==> config.mk <==
export PLATFORM = sky130hd
export DESIGN_NAME = capture_unit
export DESIGN_NICKNAME = d
export VERILOG_FILES = /design/src/rtl/capture_unit.sv
export SDC_FILE = /design/constraint.sdc
export NUM_CORES = 1
export LEC_CHECK = 0
export BUFFER_PORTS_ARGS = -buffer_cell sky130_fd_sc_hd__buf_2
export CAP_MARGIN = 40
export CELL_PAD_IN_SITES_DETAIL_PLACEMENT = 0
export CELL_PAD_IN_SITES_GLOBAL_PLACEMENT = 1
export CORE_MARGIN = 3
export CORE_UTILIZATION = 53
export CTS_CLUSTER_DIAMETER = 150
export DETAILED_ROUTE_END_ITERATION = 16
export PLACE_DENSITY_LB_ADDON = 0.15
export SYNTH_ARGS = -nofsm -noshare
export SYNTH_HDL_FRONTEND = slang
export SYNTH_SLANG_ARGS = --single-unit
==> constraint.sdc <==
create_clock -name clk_i -period 3.55 [get_ports clk_i]
set_clock_uncertainty 0.05 [all_clocks]
set_input_delay 0.355 -clock clk_i [delete_from_list [all_inputs] [get_ports clk_i]]
set_output_delay 0.355 -clock clk_i [all_outputs]
set_load 0.02 [all_outputs]
==> src/rtl/capture_unit.sv <==
// capture_unit: timestamps selected edges of an asynchronous input against a
// free-running counter and queues {polarity, timestamp} in a small
// first-word-fall-through FIFO drained through a valid/ready handshake.
module capture_unit #(
  parameter int WIDTH       = 32,
  parameter int DEPTH       = 4,
  parameter int SYNC_STAGES = 2
) (
  input  logic             clk_i,
  input  logic             rst_i,
  input  logic             clr_i,
  input  logic             ena_i,
  input  logic [1:0]       edge_sel_i,
  input  logic             cap_i,
  output logic [WIDTH-1:0] value_o,
  output logic             wrap_o,
  output logic [WIDTH-1:0] cap_data_o,
  output logic             cap_edge_o,
  output logic             cap_valid_o,
  input  logic             cap_ready_i,
  output logic             ovf_o
);

  localparam int AW = (DEPTH > 1) ? $clog2(DEPTH) : 1;
  localparam int CW = AW + 1;
  localparam int SW = $clog2(SYNC_STAGES + 1);

  // Counter
  logic [WIDTH-1:0] value_reg;
  logic             wrap_reg;

  // Synchronizer, previous-sample flop and settle logic
  logic [SYNC_STAGES-1:0] sync_reg;
  logic                   prev_reg;
  logic [SW-1:0]          settle_cnt_reg;
  logic                   settle_done_reg;

  // Registered push stage
  logic             push_valid_reg;
  logic             push_edge_reg;
  logic [WIDTH-1:0] push_data_reg;

  // FIFO storage: bit WIDTH holds polarity, the rest the timestamp
  logic [WIDTH:0]   mem_reg [DEPTH];
  logic [AW-1:0]    wr_ptr_reg;
  logic [AW-1:0]    rd_ptr_reg;
  logic [CW-1:0]    count_reg;
  logic             ovf_reg;

  logic sync_s;
  logic rise;
  logic fall;
  logic event_fire;
  logic fifo_full;
  logic pop;
  logic wr_en;

  assign sync_s     = sync_reg[SYNC_STAGES-1];
  assign rise       = sync_s & ~prev_reg;
  assign fall       = ~sync_s & prev_reg;
  assign event_fire = ena_i & settle_done_reg &
                      ((rise & edge_sel_i[0]) | (fall & edge_sel_i[1]));

  assign fifo_full  = (count_reg == CW'(DEPTH));
  assign pop        = cap_valid_o & cap_ready_i;
  // A push into a full FIFO only lands when the head leaves in the same cycle
  assign wr_en      = push_valid_reg & (~fifo_full | pop);

  assign value_o     = value_reg;
  assign wrap_o      = wrap_reg;
  assign cap_valid_o = (count_reg != '0);
  assign {cap_edge_o, cap_data_o} = mem_reg[rd_ptr_reg];
  assign ovf_o       = ovf_reg;

  // Free-running counter with a registered wrap pulse aligned to the 0 value
  always_ff @(posedge clk_i) begin
    if (rst_i || clr_i) begin
      value_reg <= '0;
      wrap_reg  <= 1'b0;
    end else if (ena_i) begin
      value_reg <= value_reg + WIDTH'(1);
      wrap_reg  <= &value_reg;
    end else begin
      wrap_reg  <= 1'b0;
    end
  end

  // Synchronizer chain; keeps running through clr so p never lags s
  always_ff @(posedge clk_i) begin
    if (rst_i) begin
      sync_reg <= '0;
      prev_reg <= 1'b0;
    end else begin
      sync_reg <= {sync_reg[SYNC_STAGES-2:0], cap_i};
      prev_reg <= sync_s;
    end
  end

  // Suppress events while the chain refills after reset or clear
  always_ff @(posedge clk_i) begin
    if (rst_i || clr_i) begin
      settle_cnt_reg  <= '0;
      settle_done_reg <= 1'b0;
    end else if (!settle_done_reg) begin
      if (settle_cnt_reg == SW'(SYNC_STAGES)) begin
        settle_done_reg <= 1'b1;
      end else begin
        settle_cnt_reg <= settle_cnt_reg + SW'(1);
      end
    end
  end

  // Register the detected event with the counter value of the detection cycle
  always_ff @(posedge clk_i) begin
    if (rst_i || clr_i) begin
      push_valid_reg <= 1'b0;
      push_edge_reg  <= 1'b0;
      push_data_reg  <= '0;
    end else begin
      push_valid_reg <= event_fire;
      push_edge_reg  <= rise;
      push_data_reg  <= value_reg;
    end
  end

  // FIFO storage write; cleared so the head reads 0 after reset or clear
  always_ff @(posedge clk_i) begin
    if (rst_i || clr_i) begin
      for (int i = 0; i < DEPTH; i++) begin
        mem_reg[i] <= '0;
      end
    end else if (wr_en) begin
      for (int i = 0; i < DEPTH; i++) begin
        if (wr_ptr_reg == AW'(i)) begin
          mem_reg[i] <= {push_edge_reg, push_data_reg};
        end
      end
    end
  end

  // FIFO pointers, occupancy and sticky overflow flag
  always_ff @(posedge clk_i) begin
    if (rst_i || clr_i) begin
      wr_ptr_reg <= '0;
      rd_ptr_reg <= '0;
      count_reg  <= '0;
      ovf_reg    <= 1'b0;
    end else begin
      if (wr_en) begin
        wr_ptr_reg <= wr_ptr_reg + AW'(1);
      end
      if (pop) begin
        rd_ptr_reg <= rd_ptr_reg + AW'(1);
      end
      case ({wr_en, pop})
        2'b10:   count_reg <= count_reg + CW'(1);
        2'b01:   count_reg <= count_reg - CW'(1);
        default: count_reg <= count_reg;
      endcase
      if (push_valid_reg && fifo_full && !pop) begin
        ovf_reg <= 1'b1;
      end
    end
  end

endmodule

==> results.md <==
| Group | Result | This run |
| --- | --- | --- |
| worst hold path | Startpoint of the tightest hold check path | cap_i |
| detailed routing | Detailed router's first-iteration violation count | 427 |
| floorplan | Die boundary width | 135 um |
| worst hold path | Depth of the worst hold-timing path | 2 |
| yosys | Library cell occupying the most area in the post-synthesis netlist | edfxtp_1 |
| sta | Count of final setup violators | 0 |
| detailed routing | Met3 WL post-DR | 922 um |
| status | Run status | complete, no violations |
| placement | Placed wire-length estimate | 11900 um |
| cells and area | Signed area change from the synthesized netlist to the final layout | 15.0% |
| yosys | Number of synthesis warnings | 0 |
| yosys | Post-Syn Area per Cell | 13.6 um2 |
| yosys | Synth top area share | 0.447 |
| yosys | Net count of the mapped netlist | 668 |
| sta | Final cycle utilization of the critical path | 0.755 |
| detailed routing | Post-detailed-route DRC marker count | 0 |
| power | Power density over the cells | 501 nW/um2 |
| power | Worst-case vdd ir drop | 0.397 mV |
| yosys | FF+latch count, synth | 215 |
| placement | Pre-CTS setup slack | 0.794 ns |
| cells and area | Most common library cell in the layout ignoring fill and taps | and2_1 |
| worst hold path | Worst hold-check path type | input pin to flip-flop |
| setup path | Critical path endpoint category | flip-flop |
| sta | Final number of max-transition violations | 0 |
| floorplan | Core Footprint | 16100 um2 |
| detailed routing | Number of nets still failing antenna checks after routing | 0 |
| yosys | Post-synth EDFFs | 132 |
| sta | Final Hold Vio Count | 0 |
| sta | Worst-margin pin slew | 0.873 ns |
| clocking | Clock Latency Late Sink | 0.50 ns |
| sta | Setup TNS after final layout | 0 ns |
| power | Share of total power in sequential cells | 0.538 |
| floorplan | Starting utilization of the core area | 0.550 |
| clocking | Number of H-tree levels | 1 |
| placement | Placer congestion estimate | 0.802 |
| setup path | Largest fanout on the critical path | 19 |
| detailed routing | Sum of routed wire length over all layers | 18400 um |
| floorplan | Die outline area | 18300 um2 |
| yosys | Ys flop type | edfxtp_1 |
| clocking | Post-CTS Setup Repair Bufs | 0 |
| sta | Highest attainable clock frequency | 373 MHz |
| power | Logic gate share of total power | 0.030 |
| sta | Post-layout worst setup margin | 0.871 ns |
| grt | GR Overflow Total | 0 |
| yosys | Mapped cell area | 8860 um2 |
| cells and area | Largest register FFs | 132 |
| detailed routing | Routed wire length on met2 | 8870 um |
| grt | Vias in the first global route | 5475 |
| placement | Port bufs | 75 |
| floorplan | Top Ports | 76 |
| clocking | Clock tree from TritonCTS | yes |
| setup path | Critical R2R Launch | count_reg[0] |
| floorplan | Vertical extent of the die | 135 um |
| detailed routing | Wire length on met1 | 8260 um |
| clocking | TritonCTS buffer count | 22 |
| power | Internal | 4.08 mW |
| grt | Initial antenna violation count | 0 |
| power | Clock power share | 0.432 |
| detailed routing | Highest metal layer used by the detailed router | met4 |
| floorplan | Row count | 46 |
| clocking | Hold-fix buffers, CTS | 0 |
| clocking | Clock root buffer | clkbuf_16 |
| yosys | Synthesized instance count | 653 |
| setup path | Data required time of the worst path | 3.73 ns |
| power | NetSw | 1.03 mW |
| sta | Tmin final | 2.68 ns |
| power | Switching power as a share of total power | 0.201 |
| power | Leakage power of the design | 3.97 nW |
| detailed routing | Via-to-Cell Ratio | 5.47 |
| setup path | R2R depth | 5 |
| setup path | Beginning of the critical path | count_reg[0] |
| cells and area | Most frequent cells in the layout | and2_1 (163), edfxtp_1 (132), dfxtp_1 (82), buf_2 (75), nor2_1 (34) |
| cells and area | Number of fillers in the final layout | 1237 |
| grt | GRT Total Usage | 0.206 |
| grt | Maximum number of pins on one net before global-route repair | 46 |
| setup path | CP Data Arrival Time | 2.86 ns |
| sta | Worst max-slew margin expressed relative to the limit | 0.418 |
| detailed routing | Routed wirelength normalized by instance count | 19.2 um |
| yosys | Async S/R FF share, synth | 0 |
| setup path | Kind of start point of the critical path | flip-flop |
| yosys | Yosys cell types | 46 |
| yosys | Share of the yosys chip area belonging to registers | 0.635 |
| cells and area | Layout cell share with drive strength beyond 1 | 0.230 |
| job | Number of max-capacitance violations reported | 0 |
| detailed routing | Via count | 5250 |
| clocking | Deepest clock path buffer count | 3 |
| clocking | Number of sinks on the clock net | 215 |
| yosys | Top area cells in the synthesized netlist | edfxtp_1 (45%), dfxtp_1 (19%), and2_1 (12%), mux4_2 (8.4%), nor2_1 (1.5%) |
| sta | Setup repair after global routing missed its margin | no |
| clocking | Clock Pin Slew Worst Setup and Hold Paths | 0.06 ns |
| clocking | Cells resized by post-CTS repair | 0 |
| setup path | Crit path kind | flip-flop to flip-flop |
| cells and area | N_diodes | 0 |
| grt | Wire length of the first global-routing pass | 29500 um |
| cells and area | Net count, final | 742 |
| detailed routing | Pre-Repair DR Iteration Count | 4 |
[path summary, 6_finish.rpt]
kind	end	slack (ns)
worst max register to register	mem_reg[0][5]	0.87
worst min-delay path	sync_reg[0]	0.02
worst max-delay path	mem_reg[0][5]	0.87
worst min register to register	push_edge_reg	0.39
[layer usage]
layer | vias to the layer above | track usage
li1 | 2489 | -
met1 | 2601 | 0.289
met2 | 129 | 0.341
met3 | 31 | 0.0349
met4 | 0 | 0.0510
met5 | - | 0
[cell usage after synthesis (2+ instances only)]
| library cell | count |
|---|---|
| nand3_1 | 11 |
| o31ai_1 | 6 |
| and4_1 | 8 |
| o21ai_0 | 6 |
| nor4_1 | 3 |
| clkbuf_1 | 32 |
| nor3b_1 | 3 |
| nand3b_1 | 2 |
| dfxtp_1 | 83 |
| mux2i_1 | 4 |
| nand2_1 | 20 |
| or4_1 | 6 |
| xnor2_1 | 8 |
| xor2_1 | 10 |
| mux4_2 | 33 |
| nor3_1 | 8 |
| inv_1 | 8 |
| nor2_1 | 35 |
| nor2b_1 | 5 |
| buf_2 | 5 |
| or3_1 | 4 |
| edfxtp_1 | 132 |
| nand4_1 | 7 |
| and4_2 | 2 |
| and2_1 | 163 |
| ha_1 | 6 |
| a21oi_1 | 11 |
| and3_1 | 7 |
| mux2_2 | 8 |
[power by group through the flow]
stage / sequential [mW] / clock (mW) / combinational [mW]
global route: 2.75 / 2.33 / 0.167
finish: 2.74 / 2.21 / 0.153
global placement: 2.79 / 0 / 0.155
detailed placement: 2.80 / 0 / 0.157
floorplan: 2.79 / 0 / 0.0974
CTS: 2.75 / 2.25 / 0.157
[critical path, stage by stage, from the launching register on]
cell	delay [ns]
dfxtp_1	0.37
nor4b_1	0.61
nor2b_1	0.32
nand2_1	0.14
nand2_1	0.46
buf_4	0.44
[layout make-up]
cell class,count,area (um2),share of cell area
Clock inverter,8,63.8,0.00626
Timing Repair Buffer,89,520,0.0511
Inverter,8,30.0,0.00295
Tap cell,216,270,0.0265
Sequential cell,215,5630,0.552
Clock buffer,32,629,0.0618
Multi-Input combinational cell,391,3050,0.299
[through the flow]
stage,total power [mW],utilization,hold slack (ns),instances,area (um2)
6_report,5.10,0.632,0.0230,959,10200
5_1_grt,5.25,0.632,0.0554,959,10200
4_1_cts,5.15,0.632,0.0121,959,10200
3_5_place_dp,2.96,0.589,0.380,919,9490
3_3_place_gp,2.95,0.587,0.372,917,9460
2_1_floorplan,2.89,-,0.364,653,8860
[kinds of logic (layout without fill, tap and decap cells)]
kind of cell / count (synthesis) / in the layout / share of synthesized area
adder cells (fa/ha/maj): 7 / 7 / 0.0107
AND/OR/NAND/NOR: 290 / 290 / 0.194
buffers and inverters: 47 / 137 / 0.0215
multiplexers: 45 / 45 / 0.0986
XOR/XNOR: 18 / 18 / 0.0178
flip-flops: 215 / 215 / 0.635
AO/OA/AOI/OAI: 31 / 31 / 0.0220
No activity file was read; power rests on OpenSTA's default activity.
